==> config.mk <==
export PLATFORM = sky130hd
export DESIGN_NAME = fuzzy_mmio_host
export DESIGN_NICKNAME = d
export VERILOG_FILES = /design/src/rtl/fuzzy_mmio_host.sv
export SDC_FILE = /design/constraint.sdc
export NUM_CORES = 1
export LEC_CHECK = 0
export CAP_MARGIN = 5
export CORE_MARGIN = 1.5
export CORE_UTILIZATION = 35
export CTS_CLUSTER_DIAMETER = 40
export DETAILED_ROUTE_END_ITERATION = 8
export DONT_BUFFER_PORTS = 1
export GPL_ROUTABILITY_DRIVEN = 0
export HOLD_SLACK_MARGIN = 0.02
export PLACE_DENSITY = 0.5
export SETUP_SLACK_MARGIN = 0.05
export SYNTH_ARGS = -nofsm -noshare
export SYNTH_HDL_FRONTEND = slang
export SYNTH_SLANG_ARGS = --single-unit
export TNS_END_PERCENT = 5
==> constraint.sdc <==
create_clock -name clk -period 2.6 [get_ports clk]
set_clock_uncertainty 0.1 [all_clocks]
set_input_delay 0.39 -clock clk [delete_from_list [all_inputs] [get_ports clk]]
set_output_delay 0.39 -clock clk [all_outputs]
set_load 0.05 [all_outputs]
==> src/rtl/fuzzy_mmio_host.sv <==
// MMIO bus initiator for the fuzzy coprocessor: forwards config writes, runs
// one T/dT sample per transaction (write, START, wait, read G_out) and returns the result.
module fuzzy_mmio_host #(
    parameter logic [7:0] ADDR_CTRL   = 8'h00,
    parameter logic [7:0] ADDR_T      = 8'h01,
    parameter logic [7:0] ADDR_DT     = 8'h02,
    parameter logic [7:0] ADDR_GOUT   = 8'h03,
    parameter logic [7:0] START_MASK  = 8'h01,
    parameter int         TIMEOUT_CYC = 256
) (
    input  logic       clk,
    input  logic       rst_n,
    input  logic       cfg_valid,
    output logic       cfg_ready,
    input  logic [7:0] cfg_addr,
    input  logic [7:0] cfg_data,
    input  logic       smp_valid,
    output logic       smp_ready,
    input  logic [7:0] smp_T,
    input  logic [7:0] smp_dT,
    output logic       res_valid,
    input  logic       res_ready,
    output logic [7:0] res_G,
    output logic       res_timeout,
    output logic       cs,
    output logic       rd,
    output logic       wr,
    output logic [7:0] addr,
    output logic [7:0] wdata,
    input  logic [7:0] rdata,
    input  logic       status_busy,
    input  logic       status_valid,
    output logic [7:0] n_timeouts
);
    localparam int CW = $clog2(TIMEOUT_CYC) + 1;

    typedef enum logic [3:0] {
        IDLE, CFG, WR_T, WR_DT, WR_GO, WAIT, RD, CAP, RES
    } state_t;

    state_t          state_q, state_d;
    logic [CW-1:0]   cnt_q, cnt_d;
    logic [7:0]      shadow_q, shadow_d;
    logic [7:0]      t_q, t_d, dt_q, dt_d;
    logic [7:0]      res_g_q, res_g_d;
    logic            res_to_q, res_to_d;
    logic [7:0]      nto_q, nto_d;
    logic            cs_q, cs_d, rd_q, rd_d, wr_q, wr_d;
    logic [7:0]      addr_q, addr_d, wdata_q, wdata_d;

    // Busy is informational only; the flow is driven purely by status_valid.
    wire unused_busy = status_busy;

    always_ff @(posedge clk or negedge rst_n) begin
        if (!rst_n) begin
            state_q  <= IDLE;
            cnt_q    <= '0;
            shadow_q <= '0;
            t_q      <= '0;
            dt_q     <= '0;
            res_g_q  <= '0;
            res_to_q <= 1'b0;
            nto_q    <= '0;
            cs_q     <= 1'b0;
            rd_q     <= 1'b0;
            wr_q     <= 1'b0;
            addr_q   <= '0;
            wdata_q  <= '0;
        end else begin
            state_q  <= state_d;
            cnt_q    <= cnt_d;
            shadow_q <= shadow_d;
            t_q      <= t_d;
            dt_q     <= dt_d;
            res_g_q  <= res_g_d;
            res_to_q <= res_to_d;
            nto_q    <= nto_d;
            cs_q     <= cs_d;
            rd_q     <= rd_d;
            wr_q     <= wr_d;
            addr_q   <= addr_d;
            wdata_q  <= wdata_d;
        end
    end

    // Bus strobes are computed for the state being entered, so each bus
    // cycle lines up with the cycle spent in CFG/WR_*/RD.
    always_comb begin
        state_d  = state_q;
        cnt_d    = cnt_q;
        shadow_d = shadow_q;
        t_d      = t_q;
        dt_d     = dt_q;
        res_g_d  = res_g_q;
        res_to_d = res_to_q;
        nto_d    = nto_q;
        cs_d     = 1'b0;
        rd_d     = 1'b0;
        wr_d     = 1'b0;
        addr_d   = '0;
        wdata_d  = '0;
        case (state_q)
            IDLE: begin
                if (cfg_valid) begin
                    state_d = CFG;
                    cs_d    = 1'b1;
                    wr_d    = 1'b1;
                    addr_d  = cfg_addr;
                    wdata_d = cfg_data;
                    if (cfg_addr == ADDR_CTRL) shadow_d = cfg_data & ~START_MASK;
                end else if (smp_valid) begin
                    state_d = WR_T;
                    t_d     = smp_T;
                    dt_d    = smp_dT;
                    cs_d    = 1'b1;
                    wr_d    = 1'b1;
                    addr_d  = ADDR_T;
                    wdata_d = smp_T;
                end
            end
            CFG: state_d = IDLE;
            WR_T: begin
                state_d = WR_DT;
                cs_d    = 1'b1;
                wr_d    = 1'b1;
                addr_d  = ADDR_DT;
                wdata_d = dt_q;
            end
            WR_DT: begin
                state_d = WR_GO;
                cs_d    = 1'b1;
                wr_d    = 1'b1;
                addr_d  = ADDR_CTRL;
                wdata_d = shadow_q | START_MASK;
            end
            WR_GO: begin
                state_d = WAIT;
                cnt_d   = '0;
            end
            WAIT: begin
                if (status_valid) begin
                    state_d = RD;
                    cs_d    = 1'b1;
                    rd_d    = 1'b1;
                    addr_d  = ADDR_GOUT;
                end else if (cnt_q == CW'(TIMEOUT_CYC - 1)) begin
                    state_d  = RES;
                    res_g_d  = '0;
                    res_to_d = 1'b1;
                    if (nto_q != 8'hFF) nto_d = nto_q + 8'd1;
                end else begin
                    cnt_d = cnt_q + 1'b1;
                end
            end
            RD: state_d = CAP;
            CAP: begin
                state_d  = RES;
                res_g_d  = rdata;
                res_to_d = 1'b0;
            end
            RES: if (res_ready) state_d = IDLE;
            default: state_d = IDLE;
        endcase
    end

    assign cfg_ready   = (state_q == IDLE);
    assign smp_ready   = (state_q == IDLE) && !cfg_valid;
    assign res_valid   = (state_q == RES);
    assign res_G       = res_g_q;
    assign res_timeout = res_to_q;
    assign n_timeouts  = nto_q;
    assign cs          = cs_q;
    assign rd          = rd_q;
    assign wr          = wr_q;
    assign addr        = addr_q;
    assign wdata       = wdata_q;
endmodule

==> results.yml, run 1 <==
run_status:
  outcome: "finished, final reports clean"
setup_path:
  critPathRequiredTime_ns: 2.76
  kind_of_capture_point_of_the_worst_setup_path: "flip-flop"
  worst_path_most_repeated_cell: "sky130_fd_sc_hd__ha_1"
  path_max_fanout: 5
  critical_path_class: "flip-flop to flip-flop"
  path_cells: "ha_1 > and3_1 > nand3_2 > nor2_1 > ha_1 > or2_4 > a211o_4 > or3_1 > a21oi_1"
  timing.reg2reg.worst_path_depth: 9
  crit_path_start_kind: "flip-flop"
  timing.critical_path.arrival_ns: 2.58
  rr_startpoint: "cnt_q[0]"
  timing.rr.end: "cnt_q[6]"
  crit_path_top_delay_cell: "sky130_fd_sc_hd__dfrtp_1"
  cp_max_stage_delay_ns: 0.42
  timing.reg2reg.setup_slack_ns: 0.18
die:
  die_h_microns: 92.9
  die-area_sq_um: 8640
  i_o_pins: 86
  start_util_pct: 36.4
  dieWidth_microns: 92.9
  core.rowCount: 32
  placeableCoreArea_sq_um: 7770
clocking:
  maximum_root_to_sink_buffer_count: 2
  worstSkewPairLatency_ns: 0.34
  cts_num_sinks: 64
  clk_pin_slew_worst_paths_ns: 0.08
  root_buffer: "sky130_fd_sc_hd__clkbuf_8"
  tritoncts: "done"
  cts_htree_levels: 3
  tritoncts.num_buffers: 9
yosys:
  post_synth_inst_count: 244
  synth_top_area_share_pct: 56.6
  synth.most_common_cell: "sky130_fd_sc_hd__dfrtp_1"
  post_synth_num_cell_types: 43
  synth.top_cells.by_area: "sky130_fd_sc_hd__dfrtp_1 (57%), sky130_fd_sc_hd__mux2_2 (8.0%), sky130_fd_sc_hd__nor2_1 (3.6%)"
  synthesis.yosys.warnings: 0
  syn-cell-area_sq_um: 2830
  synthesis.area_per_instance_sq_um: 11.6
  synth-edff-count: 0
  syn_nets: 294
  synth_commonest_cells: "sky130_fd_sc_hd__dfrtp_1 (64), sky130_fd_sc_hd__nor2_1 (27), sky130_fd_sc_hd__mux2_2 (20), sky130_fd_sc_hd__nand2_1 (19)"
  synth_seq_area_share_pct: 56.6
  synth.ff_latch_count: 64
  synth.largest_area_cell: "sky130_fd_sc_hd__dfrtp_1"
  dominantRegCellSynth: "sky130_fd_sc_hd__dfrtp_1"
  synth-async-reset-ratio_pct: 100
global_route:
  grt_pass1_wl_mm: 9.84
  globalRouteMet3Util_pct: 5.75
  global_route.overflow_total: 0
  met1_usage_pct: 18.2
  globalRouteTotalUtil_pct: 14.7
  first_global_vias: 1993
  busiest_layer: "met2"
  number_of_antenna_violations_at_the_first_check_in_global_routing: 0
  grt_max_degree: 65
  grtUsageMet2_pct: 23.1
finish:
  fin_util_pct: 42.0
  final_layout_size_suffix_gt1_share_pct: 22.5
  syn_to_final_growth_pct: 15.2
  layout.nets: 312
  post-route-cell-area_sq_um: 3260
  n_fill_cell: 752
  number_of_inserted_diodes: 0
timing:
  slew-limit-headroom_pct: 53.8
  post-route-period-util_pct: 92.9
  grt_setup_unrepaired: "true"
  setup-tns-final_ns: 0
  finalSetupViolations: 0
  finalHoldViolCount: 0
  fin_ws_ns: 0.183
  final_max_slew_viol_count: 0
  fmax_mhz: 414
  worst-slew-pin-transition_ns: 0.688
  hold-worst-slack_ns: 0.0708
  layout_min_cycle_time_ns: 2.42
flow_run:
  number_of_maximum_capacitance_constraint_violations: 0
route:
  postRouteAntennaNets: 0
  remaining_drc_errors: 0
  first_drt_iteration_drcs: 79
  totalWireLength_mm: 5.91
  via_count: 1879
  post_drt_wl_per_cell_microns: 16.0
  route.detailed.vias_per_inst: 5.09
  pre_antenna_drt_iters: 4
place:
  place_area_sq_um: 3020
  portBuffers: 0
  hpwl_mm: 4.02
  pre_cts_ws_ns: 0.106
power_and_ir_drop:
  power.share.sequential_pct: 55.0
  sw_frac_of_total_pct: 44.0
  power.combinational.fraction_pct: 23.6
  cellPowerDensity_nw_per_um2: 1070
  cellLeakagePower_nw: 1.51
  power.clock.fraction_pct: 21.4
  switchingPower_mw: 1.54
  internal_power_mw: 1.96
  max-vdd-ir-drop_uv: 392
hold_path:
  worst_hold_path.num_cells: 1
  worstHoldStart: "cfg_addr[0]"
  hold_end: "addr[0]"
  hold_path_class: "input pin to flip-flop"
what timing repair did:
| item | CTS | global route |
|---|---|---|
| gates resized for setup | 0 | 4 |
| buffers inserted | 0 | 1 |
| hold endpoints to repair | 64 | 0 |
| endpoints found under the setup margin | 0 | 5 |
| hold buffers | 2 | 0 |
worst max path at each step:
stage	startpoint	cells after the start	to
2_1_floorplan	state_q[2]	6	dt_q[6]
3_3_place_gp	cnt_q[0]	9	cnt_q[6]
3_5_place_dp	cnt_q[0]	9	cnt_q[6]
4_1_cts	cnt_q[0]	9	cnt_q[6]
5_1_grt	cnt_q[0]	9	n_timeouts[1]
6_report	cnt_q[0]	9	cnt_q[6]
per-stage QoR:
stage               instances  total power [mW]
floorplan                 244              2.53
global placement          350              2.72
detailed placement        350              2.73
CTS                       368              3.53
global route              369              3.70
finish                    369              3.50
state kept, by name (all words and copies together), names as in the netlist:
signal,count
dt_q,8
addr,8
cnt_q,9
res_G,8
shadow_q,7
n_timeouts,8
res_timeout,1
cs,1
state_q,4
rd,1
wdata,8
wr,1
layout make-up:
| cell class | instances | area [sq um] | share of cell area [%] |
|---|---|---|---|
| timing repair buffer | 18 | 158 | 4.83 |
| multi-input combinational | 165 | 1190 | 36.4 |
| clock buffer | 9 | 124 | 3.80 |
| tap | 102 | 128 | 3.91 |
| inverter | 4 | 15.0 | 0.460 |
| clock inverter | 7 | 47.5 | 1.46 |
| sequential | 64 | 1600 | 49.1 |
critical path: cells and delay by family, from the launching register on:
family	cells	cell delay [ns]
fa+ha+maj	2	0.42
compound gates	2	0.50
simple gates	5	0.91
flops	1	0.42
cells in the final DEF (no fill, tap or decap), drive strengths merged, types with 4 or more instances in the layout:
| cell type | n |
|---|---|
| a22o | 8 |
| nand3 | 7 |
| nor3 | 6 |
| mux2 | 21 |
| nor4 | 5 |
| clkbuf | 9 |
| and3 | 8 |
| dfrtp | 64 |
| nor2 | 27 |
| clkinv | 4 |
| mux2i | 7 |
| nand2 | 19 |
| xnor2 | 5 |
| a221o | 8 |
| inv | 5 |
| o21ai | 7 |
| buf | 17 |
power by group through the flow:
stage	clock network, mW	registers (mW)	logic (mW)
after floorplan	0	1.89	0.644
after global placement	0	1.95	0.776
after detailed placement	0	1.95	0.784
after CTS	0.783	1.93	0.818
after global routing	0.818	1.96	0.916
final	0.749	1.92	0.825
per-layer routing:
layer	up-vias	share of wire [%]	routed length, microns
met4	0	1.4	85
met1	897	44	2590
met2	60	47	2800
met3	8	7.5	443
met5	-	0	0
li1	914	-	-
cell families after synthesis:
kind of cell / after synthesis / synth area share, %
AO/OA/AOI/OAI: 36 / 9.95
XOR/XNOR: 7 / 2.17
adder cells (fa/ha/maj): 3 / 1.33
buffers and inverters: 15 / 2.52
flip-flops: 64 / 56.6
multiplexers: 28 / 10.8
AND/OR/NAND/NOR: 91 / 16.6
Power figures use the tool's default switching activity.
==> inputs of run 2 (changes only) <==
==> constraint.sdc (replaced) <==
create_clock -name clk -period 2.6 [get_ports clk]
set_clock_uncertainty 0.1 [all_clocks]
set_input_delay 0.26 -clock clk [delete_from_list [all_inputs] [get_ports clk]]
set_output_delay 0.26 -clock clk [all_outputs]
set_load 0.05 [all_outputs]
==> run 2 against run 1 <==
Against the previous run:
- clock-buffer cell count unchanged
- wire length rose by 7.3%
- setup slack improved by 0.00096 ns
- via count rose by 11%
- die area unchanged
- sequential power about the same
- global-route usage rose by 0.88 points
- design area rose by 17%
- maximum frequency barely moved
- combinational power up 12%
- sequential share of layout area decreased by 7.0 points
- worst hold slack worse by 0.017 ns
- largest cell class unchanged
==> results.yml, run 2 (synthesis results as in run 1) <==
setup_path:
  critical_path_class: "flip-flop to flip-flop"
  cp_max_stage_delay_ns: 0.41
  crit_path_top_delay_cell: "sky130_fd_sc_hd__dfrtp_1"
  critical_path_buf_inv_count: 0
  kind_of_capture_point_of_the_worst_setup_path: "flip-flop"
  timing.reg2reg.setup_slack_ns: 0.18
  cp_top_delay_family: "simple AND/OR/NAND/NOR gates"
  critPathRequiredTime_ns: 2.76
  path_max_fanout: 5
  path_cells: "ha_1 > and3_1 > nand3_1 > nor2_1 > ha_1 > or2_4 > a211o_4 > or3_1 > a21oi_1"
  crit_path_start_kind: "flip-flop"
  worst_path_most_repeated_cell: "sky130_fd_sc_hd__ha_1"
  timing.critical_path.arrival_ns: 2.58
power_and_ir_drop:
  post_route_total_power_mw: 3.89
  cellLeakagePower_nw: 1.75
  max-vdd-ir-drop_uv: 427
  cellPowerDensity_nw_per_um2: 1020
die:
  dieWidth_microns: 92.9
  die-area_sq_um: 8640
  die_h_microns: 92.9
  core.rowCount: 32
  start_util_pct: 36.4
  i_o_pins: 86
  placeableCoreArea_sq_um: 7770
timing:
  finalHoldViolCount: 0
  setup-tns-final_ns: 0
  fmax_mhz: 414
  finalSetupViolations: 0
  slew-limit-headroom_pct: 57.3
  layout_min_cycle_time_ns: 2.42
  grt_setup_unrepaired: "true"
  final_max_slew_viol_count: 0
  post-route-period-util_pct: 92.9
  worst-slew-pin-transition_ns: 0.636
  hold-worst-slack_ns: 0.0540
clocking:
  root_buffer: "sky130_fd_sc_hd__clkbuf_8"
  tritoncts: "done"
  clk_pin_slew_worst_paths_ns: 0.07
  tritoncts.num_buffers: 9
  cts_num_sinks: 64
  worstSkewPairLatency_ns: 0.34
  maximum_root_to_sink_buffer_count: 2
  cts_htree_levels: 3
finish:
  final_layout_size_suffix_gt1_share_pct: 19.0
  multi_input_comb_area_sq_um: 1180
  post-route-cell-area_sq_um: 3800
  layout.nets: 360
  n_fill_cell: 727
  fin_util_pct: 48.9
  layout.area.seq_sq_um: 1600
  layout_commonest_cell: "sky130_fd_sc_hd__dfrtp_1"
  largest_reg_flops: 9
  layout_common_cells: "sky130_fd_sc_hd__dfrtp_1 (64), sky130_fd_sc_hd__dlygate4sd3_1 (48), sky130_fd_sc_hd__nor2_1 (27)"
  number_of_inserted_diodes: 0
  largest-register: "cnt_q"
  syn_to_final_growth_pct: 34.2
route:
  first_drt_iteration_drcs: 55
  postRouteAntennaNets: 0
  post_drt_wl_per_cell_microns: 15.2
  totalWireLength_mm: 6.35
  pre_antenna_drt_iters: 3
  detailroute.wirelength.met3_microns: 314
  route.detailed.vias_per_inst: 5.00
  met1Wirelength_mm: 2.77
  routed.top_layer: "met4"
  detailroute.wirelength.met2_mm: 3.16
  via_count: 2087
  remaining_drc_errors: 0
hold_path:
  hold_path_class: "input pin to flip-flop"
place:
  portBuffers: 0
  place_area_sq_um: 3030
  hpwl_mm: 4.05
global_route:
  grt_pass1_wl_mm: 10.5
  global_route.overflow_total: 0
  first_global_vias: 2223
  number_of_antenna_violations_at_the_first_check_in_global_routing: 0
  globalRouteTotalUtil_pct: 15.6
  grt_max_degree: 65
run_status:
  outcome: "finished, final reports clean"
flow_run:
  number_of_maximum_capacitance_constraint_violations: 0
-- run 2: changes by cell type in the layout (fill, tap and decap cells not counted), sizes merged --
cell / previous run / this run
bufinv: 0 / 3
clkinv: 4 / 1
buf: 17 / 18
dlygate4sd3: 1 / 48
-- run 2: path summary, 6_finish.rpt --
kind | start | endpoint | cells after the start
min | status_valid | addr[1] | 2
max in group asynchronous | rst_n | cnt_q[8] | 2
min reg2reg | dt_q[6] | dt_q[6] | 1
max | cnt_q[0] | cnt_q[6] | 9
min in group asynchronous | rst_n | dt_q[6] | 2
max reg2reg | cnt_q[0] | cnt_q[6] | 9
-- run 2: through the flow --
step | setup slack, ns | std cells
after CTS | 0.0780 | 416
final | 0.184 | 417
after global placement | 0.157 | 351
after detailed placement | 0.0902 | 351
after global routing | 0.0351 | 417
after floorplan | -0.140 | 244
-- run 2: repair_timing --
action                                 4_1_cts  5_1_grt
hold buffers                                49        0
resized for setup                            0        3
endpoints found under the hold margin      107        0
setup endpoints to repair                    0        5
setup buffers                                0        1
-- run 2: layout make-up --
class	instances	area share, %
clock buffer	9	3.26
tap	102	3.36
sequential	64	42.2
timing repair buffer	66	16.7
inverter	4	0.395
clock inverter	7	3.13
multi-input combinational	165	31.0
-- run 2: layer usage --
metal / global-route usage (%) / vias to the layer above
li1: - / 1016
met1: 17.8 / 1004
met2: 27.0 / 57
met3: 4.52 / 10
met4: 6.94 / 0
met5: 0 / -
-- run 2: power breakdown --
part	switching [mW]	leakage [nW]	internal [mW]
logic	0.463	0.782	0.462
registers	0.700	0.850	1.23
clock network	0.394	0.116	0.638
total	1.56	1.75	2.33
==> inputs of run 3 (changes only) <==
--- a/config.mk
+++ b/config.mk
@@ -5,15 +5,15 @@
 export SDC_FILE = /design/constraint.sdc
 export NUM_CORES = 1
 export LEC_CHECK = 0
+export BUFFER_PORTS_ARGS = -buffer_cell sky130_fd_sc_hd__buf_2
 export CAP_MARGIN = 5
 export CORE_MARGIN = 1.5
 export CORE_UTILIZATION = 35
 export CTS_CLUSTER_DIAMETER = 40
 export DETAILED_ROUTE_END_ITERATION = 8
-export DONT_BUFFER_PORTS = 1
 export GPL_ROUTABILITY_DRIVEN = 0
 export HOLD_SLACK_MARGIN = 0.02
-export PLACE_DENSITY = 0.5
+export PLACE_DENSITY = 0.59
 export SETUP_SLACK_MARGIN = 0.05
 export SYNTH_ARGS = -nofsm -noshare
 export SYNTH_HDL_FRONTEND = slang
==> constraint.sdc (replaced) <==
create_clock -name clk -period 2.6 [get_ports clk]
set_clock_uncertainty 0.1 [all_clocks]
set_input_delay 0.26 -clock clk [delete_from_list [all_inputs] [get_ports clk]]
set_output_delay 0.26 -clock clk [all_outputs]
set_load 0.02 [all_outputs]
==> run 3 against run 2 <==
Against the previous run:
- combinational power rose by 30%
- register-to-register slack barely moved
- maximum frequency fell by 0.43%
- worst hold slack got worse by 0.012 ns
- via count rose by 5.1%
- final cell count rose by 7.2%
- sequential cell count did not move
- total power fell by 11%
- first-iteration DRC count rose by 67%
- largest cell class unchanged
- highest routed layer unchanged
==> results.yml, run 3 (synthesis results as in run 1) <==
global_route:
  globalRouteTotalUtil_pct: 15.3
  grtUsageMet2_pct: 24.6
  global_route.overflow_total: 0
  busiest_layer: "met2"
  first_global_vias: 2151
  globalRouteMet3Util_pct: 5.91
  grt_pass1_wl_mm: 10.2
  met1_usage_pct: 19.1
  number_of_antenna_violations_at_the_first_check_in_global_routing: 0
  grt_max_degree: 34
finish:
  syn_to_final_growth_pct: 29.1
  final_layout_size_suffix_gt1_share_pct: 39.4
  largest_reg_flops: 9
  fin_util_pct: 47.0
  layout.nets: 390
  largest-register: "cnt_q"
  number_of_inserted_diodes: 0
  layout_common_cells: "sky130_fd_sc_hd__buf_2 (84), sky130_fd_sc_hd__dfrtp_1 (64), sky130_fd_sc_hd__nor2_1 (27)"
  layout_commonest_cell: "sky130_fd_sc_hd__buf_2"
power_and_ir_drop:
  power.clock.fraction_pct: 26.2
  internal_power_mw: 2.29
  power.share.sequential_pct: 39.1
  max-vdd-ir-drop_uv: 528
  power.combinational.fraction_pct: 34.6
  sw_frac_of_total_pct: 34.0
  switchingPower_mw: 1.18
  post_route_total_power_mw: 3.47
  cellLeakagePower_nw: 1.86
  cellPowerDensity_nw_per_um2: 950
setup_path:
  kind_of_capture_point_of_the_worst_setup_path: "flip-flop"
  crit_path_start_kind: "flip-flop"
  critical_path_class: "flip-flop to flip-flop"
  startpoint: "cnt_q[0]"
  timing.rr.end: "cnt_q[1]"
  timing.reg2reg.worst_path_depth: 10
  path_max_fanout: 4
  rr_startpoint: "cnt_q[0]"
  timing.critical_path.arrival_ns: 2.54
  critPathRequiredTime_ns: 2.72
  timing.reg2reg.setup_slack_ns: 0.17
route:
  first_drt_iteration_drcs: 92
  route.detailed.vias_per_inst: 4.91
  postRouteAntennaNets: 0
  pre_antenna_drt_iters: 4
  via_count: 2193
  remaining_drc_errors: 0
  totalWireLength_mm: 6.28
  post_drt_wl_per_cell_microns: 14.1
clocking:
  tritoncts: "done"
  root_buffer: "sky130_fd_sc_hd__clkbuf_8"
  maximum_root_to_sink_buffer_count: 2
  worstSkewPairLatency_ns: 0.33
  cts_num_sinks: 64
  tritoncts.num_buffers: 9
  clk_pin_slew_worst_paths_ns: 0.07
  cts_htree_levels: 3
timing:
  fmax_mhz: 412
  finalHoldViolCount: 0
  finalSetupViolations: 0
  final_max_slew_viol_count: 0
  post-route-period-util_pct: 93.3
  layout_min_cycle_time_ns: 2.43
  worst-slew-pin-transition_ns: 0.767
  grt_setup_unrepaired: "true"
  slew-limit-headroom_pct: 48.9
  setup-tns-final_ns: 0
hold_path:
  hold_end: "dt_q[6]"
  hold_path_class: "input pin to flip-flop"
  worstHoldStart: "smp_dT[6]"
  worst_hold_path.num_cells: 2
die:
  core.rowCount: 32
  start_util_pct: 36.4
  die-area_sq_um: 8640
  die_h_microns: 92.9
  i_o_pins: 86
  dieWidth_microns: 92.9
  placeableCoreArea_sq_um: 7770
place:
  portBuffers: 84
  hpwl_mm: 4.38
flow_run:
  number_of_maximum_capacitance_constraint_violations: 0
run_status:
  outcome: "finished, final reports clean"
[run 3: through the flow]
stage | std cells | setup slack (ns) | area, sq um | hold WS, ns
final | 447 | 0.174 | 3650 | 0.0420
after global routing | 447 | 0.0450 | 3650 | 0.0262
after CTS | 444 | 0.0682 | 3620 | 0.0268
after detailed placement | 427 | 0.0898 | 3390 | 0.290
after global placement | 427 | 0.173 | 3390 | 0.279
after floorplan | 244 | 0.273 | 2830 | -0.136
[run 3: what timing repair did]
item	CTS	global route
hold endpoints to repair	31	0
gates resized for setup	0	3
setup endpoints to repair	0	7
hold buffers	1	0
setup buffers	0	3
[run 3: layer usage]
metal	vias to the layer above	wire length, microns
li1	1065	-
met1	1073	2820
met2	50	3050
met3	5	342
met4	0	69
met5	-	0
[run 3: critical path: stages, from the launching register on]
cell	delay [ns]
sky130_fd_sc_hd__dfrtp_1	0.40
sky130_fd_sc_hd__ha_2	0.19
sky130_fd_sc_hd__and3_1	0.19
sky130_fd_sc_hd__nand3_1	0.11
sky130_fd_sc_hd__nor2_1	0.06
sky130_fd_sc_hd__ha_1	0.19
sky130_fd_sc_hd__or2_2	0.31
sky130_fd_sc_hd__a211o_1	0.29
sky130_fd_sc_hd__buf_4	0.15
sky130_fd_sc_hd__buf_4	0.13
sky130_fd_sc_hd__a32o_1	0.19
[run 3: area by class of cell]
| cell class | count | area [sq um] |
|---|---|---|
| flip-flops and latches | 64 | 1600 |
| clock inverters | 2 | 35.0 |
| repair buffers | 96 | 526 |
| inverters | 4 | 15.0 |
| fillers | 765 | 4110 |
| well taps | 102 | 128 |
| multi-input cells | 165 | 1170 |
| clock buffers | 14 | 183 |
[run 3: power by group through the flow]
stage / clock network (mW) / logic [mW] / registers, mW
finish: 0.910 / 1.20 / 1.36
global route: 0.983 / 1.30 / 1.38
CTS: 0.939 / 1.18 / 1.36
detailed placement: 0 / 1.18 / 1.38
global placement: 0 / 1.17 / 1.37
floorplan: 0 / 0.604 / 1.55
[run 3: how the worst max path moves through the flow]
stage / to / slack [ns] / depth (start not counted)
after floorplan: cnt_q[6] / 0.27 / 9
after global placement: cnt_q[6] / 0.17 / 9
after detailed placement: cnt_q[6] / 0.09 / 9
after CTS: cnt_q[6] / 0.07 / 9
after global routing: cnt_q[8] / 0.04 / 9
final: cnt_q[1] / 0.17 / 10
